File: config.mk
export PLATFORM = sky130hd
export DESIGN_NAME = hazard_forward_unit_flat
export DESIGN_NICKNAME = d
export VERILOG_FILES = /design/src/rtl/hazard_pkg.sv /design/src/rtl/hazard_forward_unit_if.sv /design/src/rtl/mdu_scoreboard.sv /design/src/rtl/hazard_forward_unit.sv /design/src/flat_wrapper.sv
export SDC_FILE = /design/constraint.sdc
export NUM_CORES = 1
export LEC_CHECK = 0
export CAP_MARGIN = 25
export CORE_ASPECT_RATIO = 0.9
export CORE_MARGIN = 4
export CORE_UTILIZATION = 35
export DETAILED_ROUTE_END_ITERATION = 8
export PLACE_DENSITY = 0.73
export SETUP_SLACK_MARGIN = 0.15
export SLEW_MARGIN = 40
export SYNTH_ARGS = -nofsm -noshare
export SYNTH_HDL_FRONTEND = slang
export SYNTH_SLANG_ARGS = --single-unit
File: constraint.sdc
create_clock -name clk -period 3.7 [get_ports clk]
set_input_delay 0.74 -clock clk [delete_from_list [all_inputs] [get_ports clk]]
set_output_delay 0.74 -clock clk [all_outputs]
set_load 0.01 [all_outputs]
File: src/rtl/hazard_pkg.sv
`default_nettype none
// ============================================================================
// Module : hazard_pkg
// Brief  : Shared encodings for the hazard/forwarding unit and MDU scoreboard.
// Rev    : 1.0
// ============================================================================
package hazard_pkg;

  localparam logic [1:0] FWD_RF  = 2'd0;
  localparam logic [1:0] FWD_MEM = 2'd1;
  localparam logic [1:0] FWD_WB  = 2'd2;

  localparam int REG_ZERO = 0;

  typedef enum logic [0:0] {
    SB_RUN  = 1'b0,
    SB_WAIT = 1'b1
  } sb_state_e;

endpackage
`default_nettype wire

File: src/rtl/hazard_forward_unit_if.sv
`default_nettype none
// ============================================================================
// Module : hazard_forward_unit_if
// Brief  : Pipeline-side bundle of the hazard/forwarding unit; the pipeline is
//          the master, the hazard unit the slave.
// Rev    : 1.0
// ============================================================================
interface hazard_forward_unit_if #(
  parameter int RAW     = 5,
  parameter int NUM_SRC = 2
);
  logic [NUM_SRC*RAW-1:0] id_src_addr;
  logic [NUM_SRC-1:0]     id_src_used;
  logic                   id_is_mdu;
  logic [NUM_SRC*RAW-1:0] ex_src_addr;
  logic [RAW-1:0]         ex_dest_addr;
  logic                   ex_reg_write;
  logic                   ex_mem_read;
  logic [RAW-1:0]         mem_dest_addr;
  logic                   mem_reg_write;
  logic [RAW-1:0]         wb_dest_addr;
  logic                   wb_reg_write;
  logic                   mdu_start;
  logic [RAW-1:0]         mdu_dest_addr;
  logic [NUM_SRC*2-1:0]   fwd_sel;
  logic                   pc_write_en;
  logic                   ifid_write_en;
  logic                   idex_flush;
  logic                   mdu_busy;
  logic                   mdu_done;
  logic                   protocol_err;

  modport master (
    output id_src_addr, id_src_used, id_is_mdu, ex_src_addr, ex_dest_addr,
           ex_reg_write, ex_mem_read, mem_dest_addr, mem_reg_write,
           wb_dest_addr, wb_reg_write, mdu_start, mdu_dest_addr,
    input  fwd_sel, pc_write_en, ifid_write_en, idex_flush, mdu_busy,
           mdu_done, protocol_err
  );

  modport slave (
    input  id_src_addr, id_src_used, id_is_mdu, ex_src_addr, ex_dest_addr,
           ex_reg_write, ex_mem_read, mem_dest_addr, mem_reg_write,
           wb_dest_addr, wb_reg_write, mdu_start, mdu_dest_addr,
    output fwd_sel, pc_write_en, ifid_write_en, idex_flush, mdu_busy,
           mdu_done, protocol_err
  );
endinterface
`default_nettype wire

File: src/rtl/mdu_scoreboard.sv
`default_nettype none
// ============================================================================
// Module : mdu_scoreboard
// Brief  : Tracks the single in-flight multi-cycle MDU op: countdown, latched
//          destination, busy/done and a sticky double-issue error flag.
// Rev    : 1.0
// ============================================================================
module mdu_scoreboard
  import hazard_pkg::*;
#(
  parameter int RAW         = 5,
  parameter int MDU_LATENCY = 4,
  parameter int CNT_W       = 3
) (
  input  logic           clk,
  input  logic           rst,
  input  logic           mdu_start,
  input  logic [RAW-1:0] mdu_dest_addr,
  output logic           mdu_busy,
  output logic           mdu_done,
  output logic           protocol_err,
  output logic [RAW-1:0] busy_dest
);

  sb_state_e      state_q, state_d;
  logic [CNT_W-1:0] cnt_q, cnt_d;
  logic [RAW-1:0] dest_q, dest_d;
  logic           perr_q, perr_d;

  always_comb begin
    state_d = state_q;
    cnt_d   = cnt_q;
    dest_d  = dest_q;
    perr_d  = perr_q;
    case (state_q)
      SB_RUN: begin
        if (mdu_start) begin
          state_d = SB_WAIT;
          cnt_d   = CNT_W'(MDU_LATENCY);
          dest_d  = mdu_dest_addr;
        end
      end
      SB_WAIT: begin
        cnt_d = cnt_q - CNT_W'(1);
        if (cnt_q == CNT_W'(1)) begin
          state_d = SB_RUN;
        end
        // A second issue is dropped, not queued; only the error flag records it.
        if (mdu_start) begin
          perr_d = 1'b1;
        end
      end
      default: state_d = SB_RUN;
    endcase
  end

  always_ff @(posedge clk) begin
    if (rst) begin
      state_q <= SB_RUN;
      cnt_q   <= '0;
      dest_q  <= '0;
      perr_q  <= 1'b0;
    end else begin
      state_q <= state_d;
      cnt_q   <= cnt_d;
      dest_q  <= dest_d;
      perr_q  <= perr_d;
    end
  end

  assign mdu_busy     = (state_q == SB_WAIT) & ~rst;
  assign mdu_done     = mdu_busy & (cnt_q == CNT_W'(1));
  assign protocol_err = perr_q;
  assign busy_dest    = dest_q;

endmodule
`default_nettype wire

File: src/rtl/hazard_forward_unit.sv
`default_nettype none
// ============================================================================
// Module : hazard_forward_unit
// Brief  : EX bypass select, ID load-use stall and MDU scoreboard stall.
//          Define HAZARD_PERF_CNT_EN to add stall_cycles/fwd_events counters.
// Rev    : 1.0
// ============================================================================
module hazard_forward_unit
  import hazard_pkg::*;
#(
  parameter int RAW         = 5,
  parameter int NUM_SRC     = 2,
  parameter int MDU_LATENCY = 4,
  parameter int CNT_W       = 3
) (
  input  logic                clk,
  input  logic                rst,
  hazard_forward_unit_if.slave bus
`ifdef HAZARD_PERF_CNT_EN
  ,
  output logic [31:0]         stall_cycles,
  output logic [31:0]         fwd_events
`endif
);

  logic           sb_busy;
  logic           sb_done;
  logic           sb_perr;
  logic [RAW-1:0] sb_dest;

  mdu_scoreboard #(
    .RAW         (RAW),
    .MDU_LATENCY (MDU_LATENCY),
    .CNT_W       (CNT_W)
  ) u_mdu_scoreboard (
    .clk           (clk),
    .rst           (rst),
    .mdu_start     (bus.mdu_start),
    .mdu_dest_addr (bus.mdu_dest_addr),
    .mdu_busy      (sb_busy),
    .mdu_done      (sb_done),
    .protocol_err  (sb_perr),
    .busy_dest     (sb_dest)
  );

  logic [NUM_SRC*2-1:0] w_fwd_sel;

  for (genvar gi = 0; gi < NUM_SRC; gi++) begin : g_fwd
    logic [RAW-1:0] w_src;
    logic [1:0]     w_sel;

    assign w_src = bus.ex_src_addr[gi*RAW +: RAW];

    always_comb begin
      w_sel = FWD_RF;
      if (w_src != RAW'(REG_ZERO)) begin
        if (bus.mem_reg_write && (bus.mem_dest_addr == w_src)) begin
          w_sel = FWD_MEM;
        end else if (bus.wb_reg_write && (bus.wb_dest_addr == w_src)) begin
          w_sel = FWD_WB;
        end
      end
    end

    assign w_fwd_sel[gi*2 +: 2] = w_sel;
  end

  logic           w_load_use;
  logic           w_mdu_data;
  logic           w_mdu_struct;
  logic           w_stall;
  logic [RAW-1:0] w_id_src;

  // A zero source never hazards, which also masks a zero EX/MDU destination.
  always_comb begin
    w_load_use = 1'b0;
    w_mdu_data = 1'b0;
    w_id_src   = '0;
    for (int i = 0; i < NUM_SRC; i++) begin
      w_id_src = bus.id_src_addr[i*RAW +: RAW];
      if (bus.id_src_used[i] && (w_id_src != RAW'(REG_ZERO))) begin
        if (bus.ex_mem_read && bus.ex_reg_write && (w_id_src == bus.ex_dest_addr)) begin
          w_load_use = 1'b1;
        end
        if ((sb_busy && (w_id_src == sb_dest)) ||
            (bus.mdu_start && (w_id_src == bus.mdu_dest_addr))) begin
          w_mdu_data = 1'b1;
        end
      end
    end
  end

  assign w_mdu_struct = bus.id_is_mdu & (sb_busy | bus.mdu_start);
  assign w_stall      = ~rst & (w_load_use | w_mdu_data | w_mdu_struct);

  assign bus.fwd_sel       = rst ? '0 : w_fwd_sel;
  assign bus.pc_write_en   = ~w_stall;
  assign bus.ifid_write_en = ~w_stall;
  assign bus.idex_flush    = w_stall;
  assign bus.mdu_busy      = sb_busy;
  assign bus.mdu_done      = sb_done;
  assign bus.protocol_err  = sb_perr;

`ifdef HAZARD_PERF_CNT_EN
  logic [31:0] stall_cycles_q, stall_cycles_d;
  logic [31:0] fwd_events_q, fwd_events_d;

  always_comb begin
    stall_cycles_d = stall_cycles_q;
    fwd_events_d   = fwd_events_q;
    if (w_stall && !(&stall_cycles_q)) begin
      stall_cycles_d = stall_cycles_q + 32'd1;
    end
    if (!rst && (|w_fwd_sel) && !(&fwd_events_q)) begin
      fwd_events_d = fwd_events_q + 32'd1;
    end
  end

  always_ff @(posedge clk) begin
    if (rst) begin
      stall_cycles_q <= '0;
      fwd_events_q   <= '0;
    end else begin
      stall_cycles_q <= stall_cycles_d;
      fwd_events_q   <= fwd_events_d;
    end
  end

  assign stall_cycles = stall_cycles_q;
  assign fwd_events   = fwd_events_q;
`endif

endmodule
`default_nettype wire

File: src/flat_wrapper.sv
// flat-port wrapper written by rule: the top's interface ports become plain ports
module hazard_forward_unit_flat import hazard_pkg::*;
#(
  parameter int RAW         = 5,
  parameter int NUM_SRC     = 2,
  parameter int MDU_LATENCY = 4,
  parameter int CNT_W       = 3
)
  (clk, rst, bus_id_src_addr, bus_id_src_used, bus_id_is_mdu, bus_ex_src_addr, bus_ex_dest_addr, bus_ex_reg_write, bus_ex_mem_read, bus_mem_dest_addr, bus_mem_reg_write, bus_wb_dest_addr, bus_wb_reg_write, bus_mdu_start, bus_mdu_dest_addr, bus_fwd_sel, bus_pc_write_en, bus_ifid_write_en, bus_idex_flush, bus_mdu_busy, bus_mdu_done, bus_protocol_err);
  hazard_forward_unit_if #(.RAW(RAW), .NUM_SRC(NUM_SRC)) bus_i ();
  input  logic clk;
  input  logic rst;
  input wire logic [$bits(bus_i.id_src_addr)-1:0] bus_id_src_addr;
  input wire logic [$bits(bus_i.id_src_used)-1:0] bus_id_src_used;
  input wire logic [$bits(bus_i.id_is_mdu)-1:0] bus_id_is_mdu;
  input wire logic [$bits(bus_i.ex_src_addr)-1:0] bus_ex_src_addr;
  input wire logic [$bits(bus_i.ex_dest_addr)-1:0] bus_ex_dest_addr;
  input wire logic [$bits(bus_i.ex_reg_write)-1:0] bus_ex_reg_write;
  input wire logic [$bits(bus_i.ex_mem_read)-1:0] bus_ex_mem_read;
  input wire logic [$bits(bus_i.mem_dest_addr)-1:0] bus_mem_dest_addr;
  input wire logic [$bits(bus_i.mem_reg_write)-1:0] bus_mem_reg_write;
  input wire logic [$bits(bus_i.wb_dest_addr)-1:0] bus_wb_dest_addr;
  input wire logic [$bits(bus_i.wb_reg_write)-1:0] bus_wb_reg_write;
  input wire logic [$bits(bus_i.mdu_start)-1:0] bus_mdu_start;
  input wire logic [$bits(bus_i.mdu_dest_addr)-1:0] bus_mdu_dest_addr;
  output wire logic [$bits(bus_i.fwd_sel)-1:0] bus_fwd_sel;
  output wire logic [$bits(bus_i.pc_write_en)-1:0] bus_pc_write_en;
  output wire logic [$bits(bus_i.ifid_write_en)-1:0] bus_ifid_write_en;
  output wire logic [$bits(bus_i.idex_flush)-1:0] bus_idex_flush;
  output wire logic [$bits(bus_i.mdu_busy)-1:0] bus_mdu_busy;
  output wire logic [$bits(bus_i.mdu_done)-1:0] bus_mdu_done;
  output wire logic [$bits(bus_i.protocol_err)-1:0] bus_protocol_err;
  assign bus_i.id_src_addr = bus_id_src_addr;
  assign bus_i.id_src_used = bus_id_src_used;
  assign bus_i.id_is_mdu = bus_id_is_mdu;
  assign bus_i.ex_src_addr = bus_ex_src_addr;
  assign bus_i.ex_dest_addr = bus_ex_dest_addr;
  assign bus_i.ex_reg_write = bus_ex_reg_write;
  assign bus_i.ex_mem_read = bus_ex_mem_read;
  assign bus_i.mem_dest_addr = bus_mem_dest_addr;
  assign bus_i.mem_reg_write = bus_mem_reg_write;
  assign bus_i.wb_dest_addr = bus_wb_dest_addr;
  assign bus_i.wb_reg_write = bus_wb_reg_write;
  assign bus_i.mdu_start = bus_mdu_start;
  assign bus_i.mdu_dest_addr = bus_mdu_dest_addr;
  assign bus_fwd_sel = bus_i.fwd_sel;
  assign bus_pc_write_en = bus_i.pc_write_en;
  assign bus_ifid_write_en = bus_i.ifid_write_en;
  assign bus_idex_flush = bus_i.idex_flush;
  assign bus_mdu_busy = bus_i.mdu_busy;
  assign bus_mdu_done = bus_i.mdu_done;
  assign bus_protocol_err = bus_i.protocol_err;
  hazard_forward_unit #(.RAW(RAW), .NUM_SRC(NUM_SRC), .MDU_LATENCY(MDU_LATENCY), .CNT_W(CNT_W)) u_core (.clk(clk), .rst(rst), .bus(bus_i));
endmodule
==> qor.csv <==
metric,value,unit
status,finished clean,
M1 WL,1.38,mm
Layout Skew,0.000909,ns
Total GRT Usage,16.5,%
worst-skew pair later-pin latency,0.26,ns
# clock sinks,10,
Die Y,61.1,um
Die ar.,4100,um2
Final Slew Violations,0,
worst-margin pin slew,0.526,ns
worst-path fanout max,3,
Die X,67.0,um
Final Cell Area,1790,um2
Synth Flop Type,dfxtp_1,
antenna violations before repair,0,
Area contributors post-synth,"xor2_1 26%, dfxtp_1 18%, xnor2_1 14%",
CTS H-Tree Depth,1,
CTS tree,done,
Max VDD drop,0.114,mV
leakage,0.000738,uW
number of synthesis warnings,0,
Final Hold Vio Count,0,
Mapped Nets,185,
crit end category,output pin,
"CTS clk-pin slew, worst paths",0.06,ns
crit start category,primary input,
fmax,295,MHz
Post-synth top cells,"32 x xor2_1, 18 x xnor2_1, 13 x nor2_1",
routed length per instance,14.6,um
io pins,60,
Initial Util,36.1,%
DR WL met3,302,um
post-synthesis cell count,133,
via count,1202,
Routability Congestion,0.919,
Slew HR,64.9,%
Post-CTS Hold Buffers,0,
share of post-route cells with drive strength above 1,4.66,%
drt total wl,3.42,mm
Worst Hold Class,reg2reg,
CTS max path bufs,2,
worst endpoint required time,2.96,ns
largest net degree at the start of global routing,16,
Num CTS Buffers,3,
Synth Register Bits,10,
Met2 Wirelength,1.67,mm
hold slack final,0.470,ns
"Distinct cells, synth",30,
"Avg Cell Area, Syn",8.25,um2
"EDFF count, synth",0,
Starting DRT DRC Count,50,
crit share post-route,91.8,%
most common cell in the netlist,xor2_1,
post-route setup slack,0.305,ns
WP data arrival,2.66,ns
Core Region,3040,um2
Final setup viols,0,
TritonRoute pass-1 iters,4,
DRC,0,
Post-DP Area,1740,um2
vias in the first global route,1225,
PwrDens,201,nW/um2
Vias/cell,5.11,
ANT nets after route,0,
ANT cells,0,
final net count,247,
asr flop ratio synth,0,%
num rows,19,
top layer in use,met4,
port buffer count,59,
Crit Path Category,in2out,
register area share after synthesis,18.2,%
Yosys top cell by area,xor2_1,
Area growth syn-to-layout,62.9,%
Synth Cell Area,1100,um2
RSZ-0062 raised after global routing,false,
Synth top area share,25.5,%
Period minus WS final,3.40,ns
number of max-cap violations,0,
clock root buffer,clkbuf_4,
first-pass GRT wire length,5.20,mm
post-DP HPWL,2.85,mm
Place WS,-0.00626,ns
grt total ovfl,0,
==> repair_timing <==
action | 4_1_cts | 5_1_grt
endpoints found under the hold margin | 0 | 0
pin swaps | 1 | 1
endpoints found under the setup margin | 3 | 2
setup buffers | 0 | 0
resized for setup | 6 | 9
==> stage by stage <==
| step | power (uW) | util, % | cells | setup TNS (ns) |
|---|---|---|---|---|
| floorplan | 198 | - | 133 | 0 |
| global placement | 286 | 57.0 | 232 | 0 |
| detailed placement | 291 | 57.0 | 232 | -0.00626 |
| CTS | 363 | 58.0 | 235 | 0 |
| global route | 383 | 58.8 | 235 | 0 |
| finish | 360 | 58.8 | 235 | 0 |
==> power by group <==
| part | total (uW) | internal, uW | switching, uW |
|---|---|---|---|
| clock | 70.7 | 37.4 | 33.4 |
| combinational | 166 | 94.1 | 71.9 |
| sequential | 123 | 116 | 7.59 |
| total | 360 | 247 | 113 |
==> cell families (layout without fill, tap and decap cells) <==
logic type,Yosys count,count (layout),synth area share [%]
AOI/OAI and AO/OA,12,12,7.64
and+or+nand+nor,45,45,23.3
buffers and inverters,8,68,3.19
DFF,10,10,18.2
xor gates and xnor gates,50,50,39.9
adders and majority gates,2,2,2.28
muxes,6,6,5.47
==> layout by cell type, fill, tap and decap left out, drive strengths merged, types with 3 or more instances in the layout <==
master | netlist | layout
nand4 | 4 | 4
nor2 | 13 | 13
clkbuf | 2 | 3
dlymetal6s2s | 0 | 9
xnor2 | 18 | 18
nor4 | 9 | 9
clkdlybuf4s50 | 0 | 46
dlygate4sd2 | 0 | 4
inv | 4 | 4
mux2i | 6 | 6
o21ai | 3 | 3
nand3 | 5 | 5
or4 | 4 | 4
a31o | 3 | 3
xor2 | 32 | 32
dfxtp | 10 | 10
==> metal layers <==
| metal | global-route usage, % | vias up |
|---|---|---|
| met5 | 0 | - |
| met4 | 6.94 | 0 |
| met3 | 3.47 | 9 |
| met2 | 31.0 | 65 |
| met1 | 18.2 | 538 |
| li1 | - | 590 |
==> path summary, 6_finish.rpt <==
path	slack, ns	cells past startpoint	from	endpoint
worst min-delay path	0.47	2	u_core.u_mdu_scoreboard.protocol_err$_SDFFE_PP0P_	u_core.u_mdu_scoreboard.protocol_err$_SDFFE_PP0P_
worst min register to register	0.47	2	u_core.u_mdu_scoreboard.protocol_err$_SDFFE_PP0P_	u_core.u_mdu_scoreboard.protocol_err$_SDFFE_PP0P_
worst max-delay path	0.30	6	bus_ex_src_addr[0]	bus_fwd_sel[0]
worst max register to register	2.42	3	u_core.u_mdu_scoreboard.state_q$_SDFF_PP0_	u_core.u_mdu_scoreboard.busy_dest[1]$_SDFFE_PP0P_
==> critical path, cell delays in order <==
cell	delay, ns
clkdlybuf4s50_1	0.48
xor2_1	0.20
nor4_1	0.23
and3_1	0.20
nor3b_1	0.21
clkdlybuf4s50_1	0.58
==> cell type report <==
type                       count  area, um2
multi-input combinational    115        875
clock buffer                   3       22.5
timing repair buffer          61        623
fill                         287       1250
inverter                       4       15.0
sequential                    10        200
tap                           42       52.6
==> sequential cells by signal (all words and copies together), names as in the netlist <==
name                                  flops
u_core.u_mdu_scoreboard.cnt_q             3
u_core.u_mdu_scoreboard.protocol_err      1
u_core.u_mdu_scoreboard.busy_dest         5
u_core.u_mdu_scoreboard.state_q           1
Note: power is estimated with default switching activity, not from simulation.
